`src/rtl/mano_mem_seq.sv`:
```
// mano_mem_seq: multi-cycle memory access sequencer for the Mano basic computer
module mano_mem_seq #(
  parameter int NT          = 8,
  parameter int WAIT_STATES = 1,
  parameter int USE_READY   = 1,
  parameter int TIMEOUT     = 16,
  parameter int CNT_W       = 16
) (
  input  logic             clk,
  input  logic             rst,
  input  logic [NT-1:0]    T,
  input  logic [7:0]       D,
  input  logic             J,
  input  logic             mem_ready,
  output logic             READ,
  output logic             WRITE,
  output logic             stall,
  output logic             done,
  output logic             err,
  output logic [CNT_W-1:0] rd_count,
  output logic [CNT_W-1:0] wr_count
);
  typedef enum logic [1:0] {IDLE, ACCESS, WAIT_RDY, DONE} state_t;
  state_t state_q, state_d;
  logic dir_q, dir_d, armed_q, armed_d, err_q, err_d;
  logic [7:0] cnt_q, cnt_d;
  logic [NT-1:0] t_lat_q, t_lat_d;
  logic [CNT_W-1:0] rd_q, rd_d, wr_q, wr_d;
  logic rd_req, wr_req, start, busy, unused_ok;
  assign rd_req = T[1] | (~D[7] & J & T[3]) | ((D[0] | D[1] | D[2] | D[6]) & T[4]);
  assign wr_req = ((D[3] | D[5]) & T[4]) | (D[6] & T[6]);
  assign start = (state_q == IDLE) & (rd_req | wr_req) & armed_q;
  assign busy = (state_q == ACCESS) | (state_q == WAIT_RDY);
  // stall is gated by rst so an async reset drops it even while a request is pending
  assign stall = ~rst & (start | busy);
  assign READ = busy & ~dir_q;
  assign WRITE = busy & dir_q;
  assign done = state_q == DONE;
  assign err = err_q;
  assign rd_count = rd_q;
  assign wr_count = wr_q;
  assign unused_ok = ^{D[4], T};
  always_comb begin
    state_d = state_q;
    dir_d = dir_q;
    cnt_d = cnt_q;
    t_lat_d = t_lat_q;
    err_d = err_q;
    rd_d = rd_q;
    wr_d = wr_q;
    armed_d = armed_q | (((state_q == IDLE) | (state_q == DONE)) & (T != t_lat_q));
    unique case (state_q)
      IDLE: if (start) begin
        state_d = ACCESS;
        t_lat_d = T;
        dir_d = wr_req;
        cnt_d = 8'd0;
        armed_d = 1'b0;
        err_d = err_q | (rd_req & wr_req);
      end
      ACCESS: if (cnt_q == 8'(WAIT_STATES)) begin
        state_d = (USE_READY != 0) ? WAIT_RDY : DONE;
        cnt_d = 8'd0;
      end else cnt_d = cnt_q + 8'd1;
      WAIT_RDY: if (mem_ready) state_d = DONE;
      else if (TIMEOUT != 0 && cnt_q == 8'(TIMEOUT - 1)) begin
        state_d = DONE;
        err_d = 1'b1;
      end else cnt_d = cnt_q + 8'd1;
      DONE: begin
        state_d = IDLE;
        rd_d = (~dir_q & ~&rd_q) ? rd_q + 1'b1 : rd_q;
        wr_d = (dir_q & ~&wr_q) ? wr_q + 1'b1 : wr_q;
      end
      default: state_d = IDLE;
    endcase
  end
  always_ff @(posedge clk or posedge rst) begin
    if (rst) begin
      state_q <= IDLE;
      dir_q <= 1'b0;
      armed_q <= 1'b1;
      err_q <= 1'b0;
      cnt_q <= '0;
      t_lat_q <= '0;
      rd_q <= '0;
      wr_q <= '0;
    end else begin
      state_q <= state_d;
      dir_q <= dir_d;
      armed_q <= armed_d;
      err_q <= err_d;
      cnt_q <= cnt_d;
      t_lat_q <= t_lat_d;
      rd_q <= rd_d;
      wr_q <= wr_d;
    end
  end
endmodule

```
`config.mk`:
```
export PLATFORM = sky130hd
export DESIGN_NAME = mano_mem_seq
export DESIGN_NICKNAME = d
export VERILOG_FILES = /design/src/rtl/mano_mem_seq.sv
export SDC_FILE = /design/constraint.sdc
export NUM_CORES = 1
export LEC_CHECK = 0
export BUFFER_PORTS_ARGS = -buffer_cell sky130_fd_sc_hd__buf_2
export CAP_MARGIN = 5
export CORE_MARGIN = 4
export CORE_UTILIZATION = 49
export DETAILED_ROUTE_END_ITERATION = 6
export PLACE_DENSITY = 0.86
export SLEW_MARGIN = 0
export SYNTH_ARGS = -nofsm -noshare
export SYNTH_HDL_FRONTEND = slang
export SYNTH_SLANG_ARGS = --single-unit
```
`constraint.sdc`:
```
create_clock -name clk -period 1.9 [get_ports clk]
set_input_delay 0.38 -clock clk [delete_from_list [all_inputs] [get_ports clk]]
set_output_delay 0.38 -clock clk [all_outputs]
set_load 0.05 [all_outputs]
```
# == After elaboration in Yosys (flattened, before gate mapping) ==
# Cells that the tools add are included.
# W data, S select, Z words.
# word_totals
wordCells,82
output_inout_bits,37
input_bits,20
ff_bits,53
# classes
n_addsub,3
reduce_logical,13
mux,16
bitwise,30
eq_ne,12
# op_table
operator,n
$add A16 B1 Y16 const B,2
$mux W8,4
$reduce_and A16 Y1,2
$pmux W8 S3,1
$and A1 B1 Y1,14
$or A1 B1 Y1,13
$add A8 B1 Y8 const B,1
$eq A8 B1 Y1 const B,1
$eq A8 B4 Y1 const B,1
$mux W2,4
$ne A8 B8 Y1,1
$pmux W2 S4,1
$reduce_and A4 Y1,2
$ne A2 B2 Y1 const B,3
$reduce_and A2 Y1,3
$mux W1,5
$eq A2 B2 Y1 const B,2
$ne A2 B1 Y1 const B,2
$ne A3 B2 Y1 const B,1
$not A1 Y1,3
$reduce_and A3 Y1,1
$reduce_bool A3 Y1,1
$eq A2 B1 Y1 const B,1
$logic_not A1 Y1,2
other kinds (3),3

# == Longest topological paths before layout ==
# Gate-level depths: netlist (run 1).
# logic_depth
depth_word,10
ltp_mapped,10
mapped_depth_nobuf,7

# == Least setup slack after synthesis (run 1) ==
# Ideal clock, no wire load.
# synth_timing
path_kind,reg2reg
from,"register rd_q[0], in the netlist rd_count[0]"
to,"register rd_q[1], in the netlist rd_count[1]"
period_less_slack_ns,2.288
t_arrival_ns,2.164
path_buffers,1
required_time_ns,1.775
path_stages_with_launch,7
setup_slack_ns,-0.388
setup_ns,0.125
path_cell_list,dfrtp_1 ha_1 and4_1 nand4_1 o21bai_1 clkbuf_1 mux2_2
# synth_between
elab_chain_cells,4
word_cells_on_any_way,5
classes_between,1 x add/sub; 1 x bitwise; 3 x reduce/logical
# synth_lines
item,line,text
"start, declared",28,"logic [CNT_W-1:0] rd_q, rd_d, wr_q, wr_d;"
"start signal, assigned",95,rd_q <= rd_d;
"parallel branches: the longest is 4 deep, another holds $add A16 B1 Y16",--,
# Several ways; the timed one is not identified.
# A chain may end at the register's enable or synchronous reset.

# == Worst setup path in the final report (run 1) ==
# layout_timing
from,register cnt_q[6]
to,register cnt_q[3]
# layout_between
elab_chain_cells,3
word_cells_on_any_way,6
classes_between,3 x eq/ne; 2 x mux; 1 x reduce/logical
# layout_lines
item,line,text
"start, declared",26,"logic [7:0] cnt_q, cnt_d;"
"start signal, assigned",93,cnt_q <= cnt_d;
$eq A8 B1 Y1 or $eq A8 B4 Y1 (tied branches),"61, 66",
$mux W8 or $ne A2 B2 Y1 (tied branches),--,
$pmux W8 S3 or $reduce_and A4 Y1 (tied branches),--,
# Parallel ways exist; a longest one is shown, timed or not.

==> metrics.txt, run 1 <==
Layout Cell Area excl Fill 3850 µm²; Post-CTS Hold Fix Bufs 0; Max Transition Viols Final 0; Met1 Wirelength 2.99 mm; Async S/R FF share, synth 100%; DR DRC count 0; post-synthesis cell count 262; worst min-delay path class in -> async; combined area of all synthesized cells 2740 µm²; number of buffers added by the clock tree synthesis step 5; filler cell count in the final layout 336; area enclosed by the die boundary 6860 µm²; overall overflow remaining after global route 0; number of global-route vias before repair 2406; Max Buffers Root-to-Sink 2; share of Yosys cell area claimed by the top area cell type 47.4%; cell at the root of the clock tree sky130_fd_sc_hd__clkbuf_8; antenna violations before repair 0; slew at the pin closest to its max-slew limit 0.418 ns; nature of the critical path startpoint flop; CTS clock-pin slew for the worst setup and hold paths 0.10 ns; area delta synth->final 40.5%; warnings from Yosys 0; syn_nets 290; global-route wire length before repair 11.1 mm; Yosys cell types 48; HPWL after detailed placement 4.66 mm; relative slew slack 72.1%; routed wire length 7.21 mm; final-stage net count 392; uppermost metal layer occupied by signal nets met4; total global routing track utilization 19.4%; minimum period implied by the final worst setup slack 2.10 ns; run status complete, but fails checks; wire length on met2 3.66 mm; Routed met3 length 386 µm; horizontal die dimension 82.8 µm; wire length per cell after detailed routing 16.6 µm; leading cell types in the layout, fill and taps excluded sky130_fd_sc_hd__buf_2, sky130_fd_sc_hd__buf_4, sky130_fd_sc_hd__dfrtp_1, sky130_fd_sc_hd__nor2_1; Synth Register Bits 53; area post-placement 3400 µm²; Top FF cell, synth sky130_fd_sc_hd__dfrtp_1; largest driver fanout on the critical path 7; maximum number of pins on one net before global-route repair 26; Post-synth EDFFs 0; share of synthesized area occupied by flip-flops and latches 48.4%; fraction of final layout cells sized beyond drive strength 1 48.2%; kind of end point of the critical path flop; worst-case clock skew 0.00822 ns; final setup violating endpoints 11; library cell with the largest summed area after synthesis sky130_fd_sc_hd__dfrtp_1; clock insertion delay at the later pin of the skew report 0.31 ns; setup repair after global routing missed its margin yes; power after layout 5.53 mW; die height 82.8 µm; first-pass iteration count of the detailed router 4; placeable core region 5270 µm²; type of the setup path with the least slack reg -> reg; most common library cell in the layout ignoring fill and taps sky130_fd_sc_hd__buf_2; Synth area leaders sky130_fd_sc_hd__dfrtp_1, sky130_fd_sc_hd__xor2_1, sky130_fd_sc_hd__xnor2_1; Final Hold Violating Endpoints 0; Crit path required time 2.08 ns; Static Leak 1.83 nW; hold slack final 0.0752 ns; power density normalized to cell area 1430 nW/µm²; count of inserted antenna diode cells 0; floorplan row count 26; violations in the final reports setup timing; CTS tree built; vias per cell 5.63; per-instance average area after synthesis 10.5 µm²; max-capacitance violation count 0; setup slack of the critical path after layout -0.197 ns; pre-CTS setup slack -0.105 ns; Vias 2448; initial cell density of the core 52.1%; Period Utilization, post-route 110%; number of levels the H-tree was split into 2; peak ir drop on the vdd network 0.000892 V; worst path arrival time 2.27 ns; residual antenna-violating net count after detailed routing 0; count of buffers inserted at the top-level ports 55; clk sink count 53; weighted congestion at the end of routability-driven global placement 0.865; IO Count 57; final core area utilization 73.1%; Iter 0 DRT Violations 119; maximum frequency from static timing analysis 0.477 GHz
-- routing by layer --
metal  track usage [%]  vias to the layer above
met2              33.5                       86
met4              8.62                        0
met5                 0                        -
li1                  -                     1144
met3              3.27                       16
met1              23.7                     1202
-- area by class of cell --
type                            instances  area [µm²]  area share (%)
Inverter                               11        41.3            1.07
Tap cell                               70        87.6            2.27
Clock buffer                            6        82.6            2.14
Clock inverter                          2        37.5           0.974
Timing Repair Buffer                   99         667            17.3
Sequential cell                        53        1350            34.9
Multi-Input combinational cell        194        1590            41.3
-- final timing paths --
path / from / end / slack [ns] / cells after the start
worst max-delay path: cnt_q[6] / cnt_q[3] / -0.20 / 7
worst min-delay path: rst / state_q[0] / 0.08 / 2
worst max register to register: cnt_q[6] / cnt_q[3] / -0.20 / 7
worst min register to register: err / err / 0.47 / 1
max in group asynchronous: rst / rd_count[1] / 1.29 / 3
min in group clk: T[7] / t_lat_q[7] / 0.33 / 2
-- synth_stat cells (7+ instances only) --
library cell / number
sky130_fd_sc_hd__and3_1: 9
sky130_fd_sc_hd__nand2_1: 18
sky130_fd_sc_hd__xnor2_1: 15
sky130_fd_sc_hd__nand3_1: 13
sky130_fd_sc_hd__nand4_1: 7
sky130_fd_sc_hd__nor2_1: 22
sky130_fd_sc_hd__xor2_1: 18
sky130_fd_sc_hd__o31ai_1: 10
sky130_fd_sc_hd__mux2_2: 9
sky130_fd_sc_hd__dfrtp_1: 52
sky130_fd_sc_hd__ha_1: 8
sky130_fd_sc_hd__inv_1: 11
-- power by group --
group / internal, mW / total [mW] / switching, mW
Combinational: 1.36 / 3.04 / 1.68
Sequential: 1.40 / 1.68 / 0.277
Clock: 0.429 / 0.809 / 0.380
-- state kept, by name (all words and copies together) (netlist names) --
register  flops
wr_count     16
state_q       2
armed_q       1
t_lat_q       8
rd_count     16
cnt_q         8
err           1
dir_q         1
-- metrics by stage --
stage          std cells  TNS [ns]
2_1_floorplan        262    -0.189
3_3_place_gp         415    -0.173
3_5_place_dp         415     -1.12
4_1_cts              429    -0.491
5_1_grt              435     -1.87
6_report             435     -1.06
-- worst max-delay path, stage by stage, from the launching register on --
cell	delay, ns
sky130_fd_sc_hd__dfrtp_1	0.40
sky130_fd_sc_hd__or4_4	0.58
sky130_fd_sc_hd__buf_4	0.17
sky130_fd_sc_hd__o221ai_4	0.28
sky130_fd_sc_hd__buf_4	0.17
sky130_fd_sc_hd__nor2_1	0.04
sky130_fd_sc_hd__o31ai_1	0.21
sky130_fd_sc_hd__o31ai_1	0.13
-- cell families after synthesis --
logic type | share of synthesized area [%]
fa+ha+maj | 3.65
mux | 4.47
flops | 48.4
buf+inv | 2.42
compound gates | 10.9
simple gates | 19.6
xor+xnor | 10.5
-- what timing repair did --
| action | 4_1_cts | 5_1_grt |
|---|---|---|
| buffers inserted | 6 | 7 |
| endpoints found under the setup margin | 16 | 22 |
| pin swaps | 4 | 14 |
| gates cloned | 0 | 1 |
| resized for setup | 18 | 35 |
(Power assumes the default switching activity.)
==> inputs of run 2 (changes only) <==
==> constraint.sdc (replaced) <==
create_clock -name clk -period 1.9 [get_ports clk]
set_input_delay 0.19 -clock clk [delete_from_list [all_inputs] [get_ports clk]]
set_output_delay 0.19 -clock clk [all_outputs]
set_load 0.05 [all_outputs]
==> run 2 against run 1 <==
- the flow still finishes with violations (setup timing)
- power is 6.0% lower
- core utilization is 2.8 points lower
- global-route usage is 0.91 points lower
- clock power is 2% lower
- highest routed layer unchanged
- critical path type unchanged
==> metrics.txt, run 2 (same netlist as run 1, synthesis figures left out) <==
kind of end point of the critical path flop; setup repair after global routing missed its margin yes; final-stage net count 383; power density normalized to cell area 1400 nW/µm²; placeable core region 5270 µm²; worst min-delay path class in -> reg; IO Count 57; violations in the final reports setup timing; slew at the pin closest to its max-slew limit 0.319 ns; horizontal die dimension 82.8 µm; worst-case clock skew 0.00540 ns; cell at the root of the clock tree sky130_fd_sc_hd__clkbuf_8; run status complete, but fails checks; Max Buffers Root-to-Sink 2; antenna violations before repair 0; type of the setup path with the least slack reg -> reg; number of global-route vias before repair 2395; number of levels the H-tree was split into 2; crit path cell chain inv_1 > ha_2 > or4b_4 > o221ai_4 > buf_4 > nor2_1 > o31ai_1 > o21ai_1; Layout Cell Area excl Fill 3710 µm²; peak ir drop on the vdd network 0.000706 V; Crit path required time 2.09 ns; most common library cell in the layout ignoring fill and taps sky130_fd_sc_hd__buf_2; clk sink count 53; final setup violating endpoints 6; relative slew slack 78.5%; maximum frequency from static timing analysis 0.503 GHz; clock insertion delay at the later pin of the skew report 0.30 ns; overall overflow remaining after global route 0; CTS tree built; maximum number of pins on one net before global-route repair 21; CTS clock-pin slew for the worst setup and hold paths 0.09 ns; vias per cell 5.46; CP startpoint cnt_q[1]; residual antenna-violating net count after detailed routing 0; global-route wire length before repair 10.8 mm; reg2reg end cnt_q[2]; Vias 2325; leading cell types in the layout, fill and taps excluded sky130_fd_sc_hd__buf_2, sky130_fd_sc_hd__dfrtp_1, sky130_fd_sc_hd__buf_4; count of buffers inserted at the top-level ports 55; Max Transition Viols Final 0; max-capacitance violation count 0; Reg area 1350 µm²; Final Hold Violating Endpoints 0; delay of the slowest critical-path stage 0.48 ns; cells on worst reg2reg path 8; die height 82.8 µm; Iter 0 DRT Violations 172; fraction of final layout cells sized beyond drive strength 1 44.4%; initial cell density of the core 52.1%; area delta synth->final 35.1%; filler cell count in the final layout 379; worst path arrival time 2.18 ns; combined area of the multi-input logic cells 1550 µm²; floorplan row count 26; largest driver fanout on the critical path 4; weighted congestion at the end of routability-driven global placement 0.852; area post-placement 3320 µm²; Period Utilization, post-route 105%; nature of the critical path startpoint flop; routed wire length 6.42 mm; wire length per cell after detailed routing 15.1 µm; FF-to-FF Start cnt_q[1]; register-to-register path setup slack -0.09 ns; DR DRC count 0; Static Leak 1.76 nW; total global routing track utilization 18.5%; number of buffers added by the clock tree synthesis step 5; area enclosed by the die boundary 6860 µm²; placed instance count 406; Cell Count, Final, Fillers Out 426; HPWL after detailed placement 4.42 mm; first-pass iteration count of the detailed router 4; library cell contributing the largest single delay on the critical path sky130_fd_sc_hd__or4b_4; count of inserted antenna diode cells 0; crit path capture cnt_q[2]; minimum period implied by the final worst setup slack 1.99 ns; setup slack of the critical path after layout -0.0894 ns
==> run 2: changes by cell type in the layout (fill, tap and decap cells not counted), moves of 2 or more <==
cell / change
sky130_fd_sc_hd__o31ai_2: -3
sky130_fd_sc_hd__o31ai_1: +2
sky130_fd_sc_hd__buf_8: -2
sky130_fd_sc_hd__buf_4: -8
sky130_fd_sc_hd__o21ai_2: -2
sky130_fd_sc_hd__buf_2: +2
==> run 2: layer usage <==
metal	up-vias	global-route usage, %	part of all wire, %
met5	-	0	0
met4	0	6.39	1.3
met3	9	3.56	4.9
met2	64	32.0	52
met1	1116	23.0	42
li1	1136	-	-
==> run 2: cell type report <==
| type | instances | area share (%) |
|---|---|---|
| well taps | 70 | 2.36 |
| repair buffers | 90 | 15.3 |
| multi-input cells | 194 | 41.7 |
| inverters | 11 | 1.11 |
| clock buffers | 6 | 2.23 |
| flip-flops and latches | 53 | 36.3 |
| clock inverters | 2 | 1.01 |
==> run 2: how the worst min path moves through the flow <==
| stage | slack, ns | cells past startpoint | to | startpoint |
|---|---|---|---|---|
| 2_1_floorplan | 0.34 | 1 | t_lat_q[0] | T[0] |
| 3_3_place_gp | 0.18 | 2 | wr_count[4] | rst |
| 3_5_place_dp | 0.19 | 2 | t_lat_q[7] | rst |
| 4_1_cts | 0.13 | 2 | t_lat_q[7] | T[7] |
| 5_1_grt | 0.13 | 2 | t_lat_q[7] | T[7] |
| 6_report | 0.13 | 2 | t_lat_q[7] | T[7] |
==> run 2: through the flow <==
| stage | setup slack (ns) | total power [mW] | setup TNS, ns | utilization [%] | hold slack [ns] |
|---|---|---|---|---|---|
| 5_1_grt | -0.154 | 5.51 | -0.926 | 70.3 | 0.127 |
| 3_3_place_gp | -0.0177 | 3.83 | -0.0569 | 63.0 | 0.183 |
| 2_1_floorplan | -0.0741 | 3.36 | -0.203 | - | 0.341 |
| 4_1_cts | -0.0500 | 4.94 | -0.176 | 67.2 | 0.133 |
| 6_report | -0.0894 | 5.20 | -0.406 | 70.3 | 0.134 |
| 3_5_place_dp | -0.0777 | 3.91 | -0.428 | 63.0 | 0.187 |
==> run 2: critical path, delay by kind of cell, from the launching register on <==
family	cells	cell delay (ns)
AND/OR/NAND/NOR	2	0.52
buffers and inverters	2	0.24
adder cells (fa/ha/maj)	1	0.20
flip-flops	1	0.40
AO/OA/AOI/OAI	3	0.52
==> run 2: power by group <==
group	internal, mW	leakage, nW	switching, mW
Combinational	1.18	1.03	1.56
Sequential	1.40	0.672	0.269
Clock	0.428	0.0574	0.363
Total	3.01	1.76	2.19
==> run 2: what timing repair did <==
item,in CTS,in global routing
endpoints found under the setup margin,10,28
hold endpoints to repair,13,0
pin swaps,2,8
setup buffers,7,4
hold buffers,1,0
gates resized for setup,9,26
==> inputs of run 3 (changes only) <==
==> constraint.sdc (replaced) <==
create_clock -name clk -period 1.8 [get_ports clk]
set_input_delay 0.18 -clock clk [delete_from_list [all_inputs] [get_ports clk]]
set_output_delay 0.18 -clock clk [all_outputs]
set_load 0.05 [all_outputs]
==> run 3 against run 2 <==
- the flow still finishes with violations (setup timing)
- worst setup slack lost 0.074 ns
- via count grew 5.5%
- die area did not move
- core utilization grew 4.1 points
- maximum frequency up 1.3%
- final cell count up 7.0%
- global-route usage rose by 0.80 points
- critical path depth fell by 1
- non-clock buffer count up 29
==> metrics.txt, run 3 (same netlist as run 1, synthesis figures left out) <==
clk sink count 53; kind of end point of the critical path flop; Static Leak 1.88 nW; FF-to-FF Start state_q[0]; worst hold path stage count 2; final sum of negative setup slack -0.862 ns; cell at the root of the clock tree sky130_fd_sc_hd__clkbuf_8; horizontal die dimension 82.8 µm; most heavily used metal layer in global routing met2; peak ir drop on the vdd network 0.00141 V; vias per cell 5.38; floorplan row count 26; filler cell count in the final layout 376; GR Util met2 34.8%; number of global-route vias before repair 2422; largest driver fanout on the critical path 8; maximum number of pins on one net before global-route repair 36; Period Utilization, post-route 109%; hold slack final 0.133 ns; run status complete, but fails checks; wire length per cell after detailed routing 14.8 µm; worst min-delay path class in -> reg; Final Hold Violating Endpoints 0; placed instance count 436; number of buffers added by the clock tree synthesis step 5; Cell Count, Final, Fillers Out 456; Max Transition Viols Final 0; HPWL after detailed placement 4.87 mm; worst path arrival time 2.15 ns; total global routing track utilization 19.3%; Iter 0 DRT Violations 125; count of buffers inserted at the top-level ports 55; power density normalized to cell area 1410 nW/µm²; weighted congestion at the end of routability-driven global placement 0.838; residual antenna-violating net count after detailed routing 0; final-stage net count 413; Crit path required time 1.98 ns; area enclosed by the die boundary 6860 µm²; worst-case clock skew 0.0134 ns; area delta synth->final 42.9%; type of the setup path with the least slack reg -> reg; die height 82.8 µm; DR DRC count 0; minimum period implied by the final worst setup slack 1.96 ns; most common library cell in the layout ignoring fill and taps sky130_fd_sc_hd__buf_4; setup slack of the critical path after layout -0.163 ns; overall overflow remaining after global route 0; slew at the pin closest to its max-slew limit 0.436 ns; reg2reg end cnt_q[7]; hold wc startpoint T[7]; count of inserted antenna diode cells 0; antenna violations before repair 0; Vias 2453; initial cell density of the core 52.1%; maximum frequency from static timing analysis 0.509 GHz; area post-placement 3590 µm²; CTS tree built; delay of the slowest critical-path stage 0.50 ns; fraction of final layout cells sized beyond drive strength 1 50.8%; routed wire length 6.74 mm; pre-CTS setup slack -0.182 ns; GR met3 Demand/Resource 3.27%; number of levels the H-tree was split into 2; final core area utilization 74.4%; library cell contributing the largest single delay on the critical path sky130_fd_sc_hd__or4b_4; CTS clock-pin slew for the worst setup and hold paths 0.10 ns; nature of the critical path startpoint flop; power after layout 5.54 mW; first-pass iteration count of the detailed router 4; register-to-register path setup slack -0.16 ns; crit path cell chain inv_2 > ha_2 > or4b_4 > o221ai_4 > a31oi_1 > o31ai_1 > o41ai_2; relative slew slack 70.9%; cells on worst reg2reg path 7; Max Buffers Root-to-Sink 2; global-route wire length before repair 11.0 mm; max-capacitance violation count 0; final setup violating endpoints 10; placeable core region 5270 µm²; IO Count 57; clock insertion delay at the later pin of the skew report 0.31 ns; end point of the worst hold path t_lat_q[7]; Layout Cell Area excl Fill 3920 µm²; met1 capacity usage during global routing 23.4%; setup repair after global routing missed its margin yes; violations in the final reports setup timing; leading cell types in the layout, fill and taps excluded sky130_fd_sc_hd__buf_4, sky130_fd_sc_hd__buf_2, sky130_fd_sc_hd__dfrtp_1, sky130_fd_sc_hd__nand2_1, sky130_fd_sc_hd__xor2_1
-- run 3: power by group --
group          leakage, nW  switching [mW]  internal, mW
combinational         1.17            1.73          1.42
sequential           0.668           0.206          1.48
clock               0.0445           0.393         0.314
total                 1.88            2.33          3.22
-- run 3: cell type report --
class                      instances  area (µm²)  share of cell area [%]
clock buffer                       7        86.3                    2.20
clock inverter                     1        7.51                   0.191
inverter                          11        43.8                    1.12
multi-input combinational        195        1550                    39.4
sequential                        53        1350                    34.4
tap                               70        87.6                    2.23
timing repair buffer             119         801                    20.4
-- run 3: metal layers --
metal	part of all wire, %	vias to the layer above	wire, µm
li1	-	1190	-
met1	41	1202	2770
met2	54	56	3640
met3	3.8	5	257
met4	1.1	0	74
met5	0	-	0
-- run 3: worst max-delay path by stage --
stage	end	depth (start not counted)	slack, ns	start
6_report	cnt_q[7]	7	-0.16	state_q[0]
5_1_grt	cnt_q[7]	7	-0.25	cnt_q[1]
4_1_cts	cnt_q[7]	6	-0.17	state_q[1]
3_5_place_dp	cnt_q[7]	7	-0.18	cnt_q[1]
3_3_place_gp	rd_count[12]	7	-0.09	rd_count[1]
2_1_floorplan	rd_count[1]	6	-0.15	rd_count[0]
-- run 3: timing repair --
item                                    in CTS  in global routing
buffers inserted                             3                  9
hold buffers                                 1                  0
gates cloned                                 0                  1
gates resized for setup                     10                 23
endpoints found under the hold margin       17                  0
pin swaps                                    2                  7
endpoints found under the setup margin      24                 32
-- run 3: critical path: cells and delay by family (launching register included) --
family | cells | cell delay, ns
buf+inv | 1 | 0.06
compound gates | 4 | 0.73
fa+ha+maj | 1 | 0.19
simple gates | 1 | 0.50
flops | 1 | 0.37
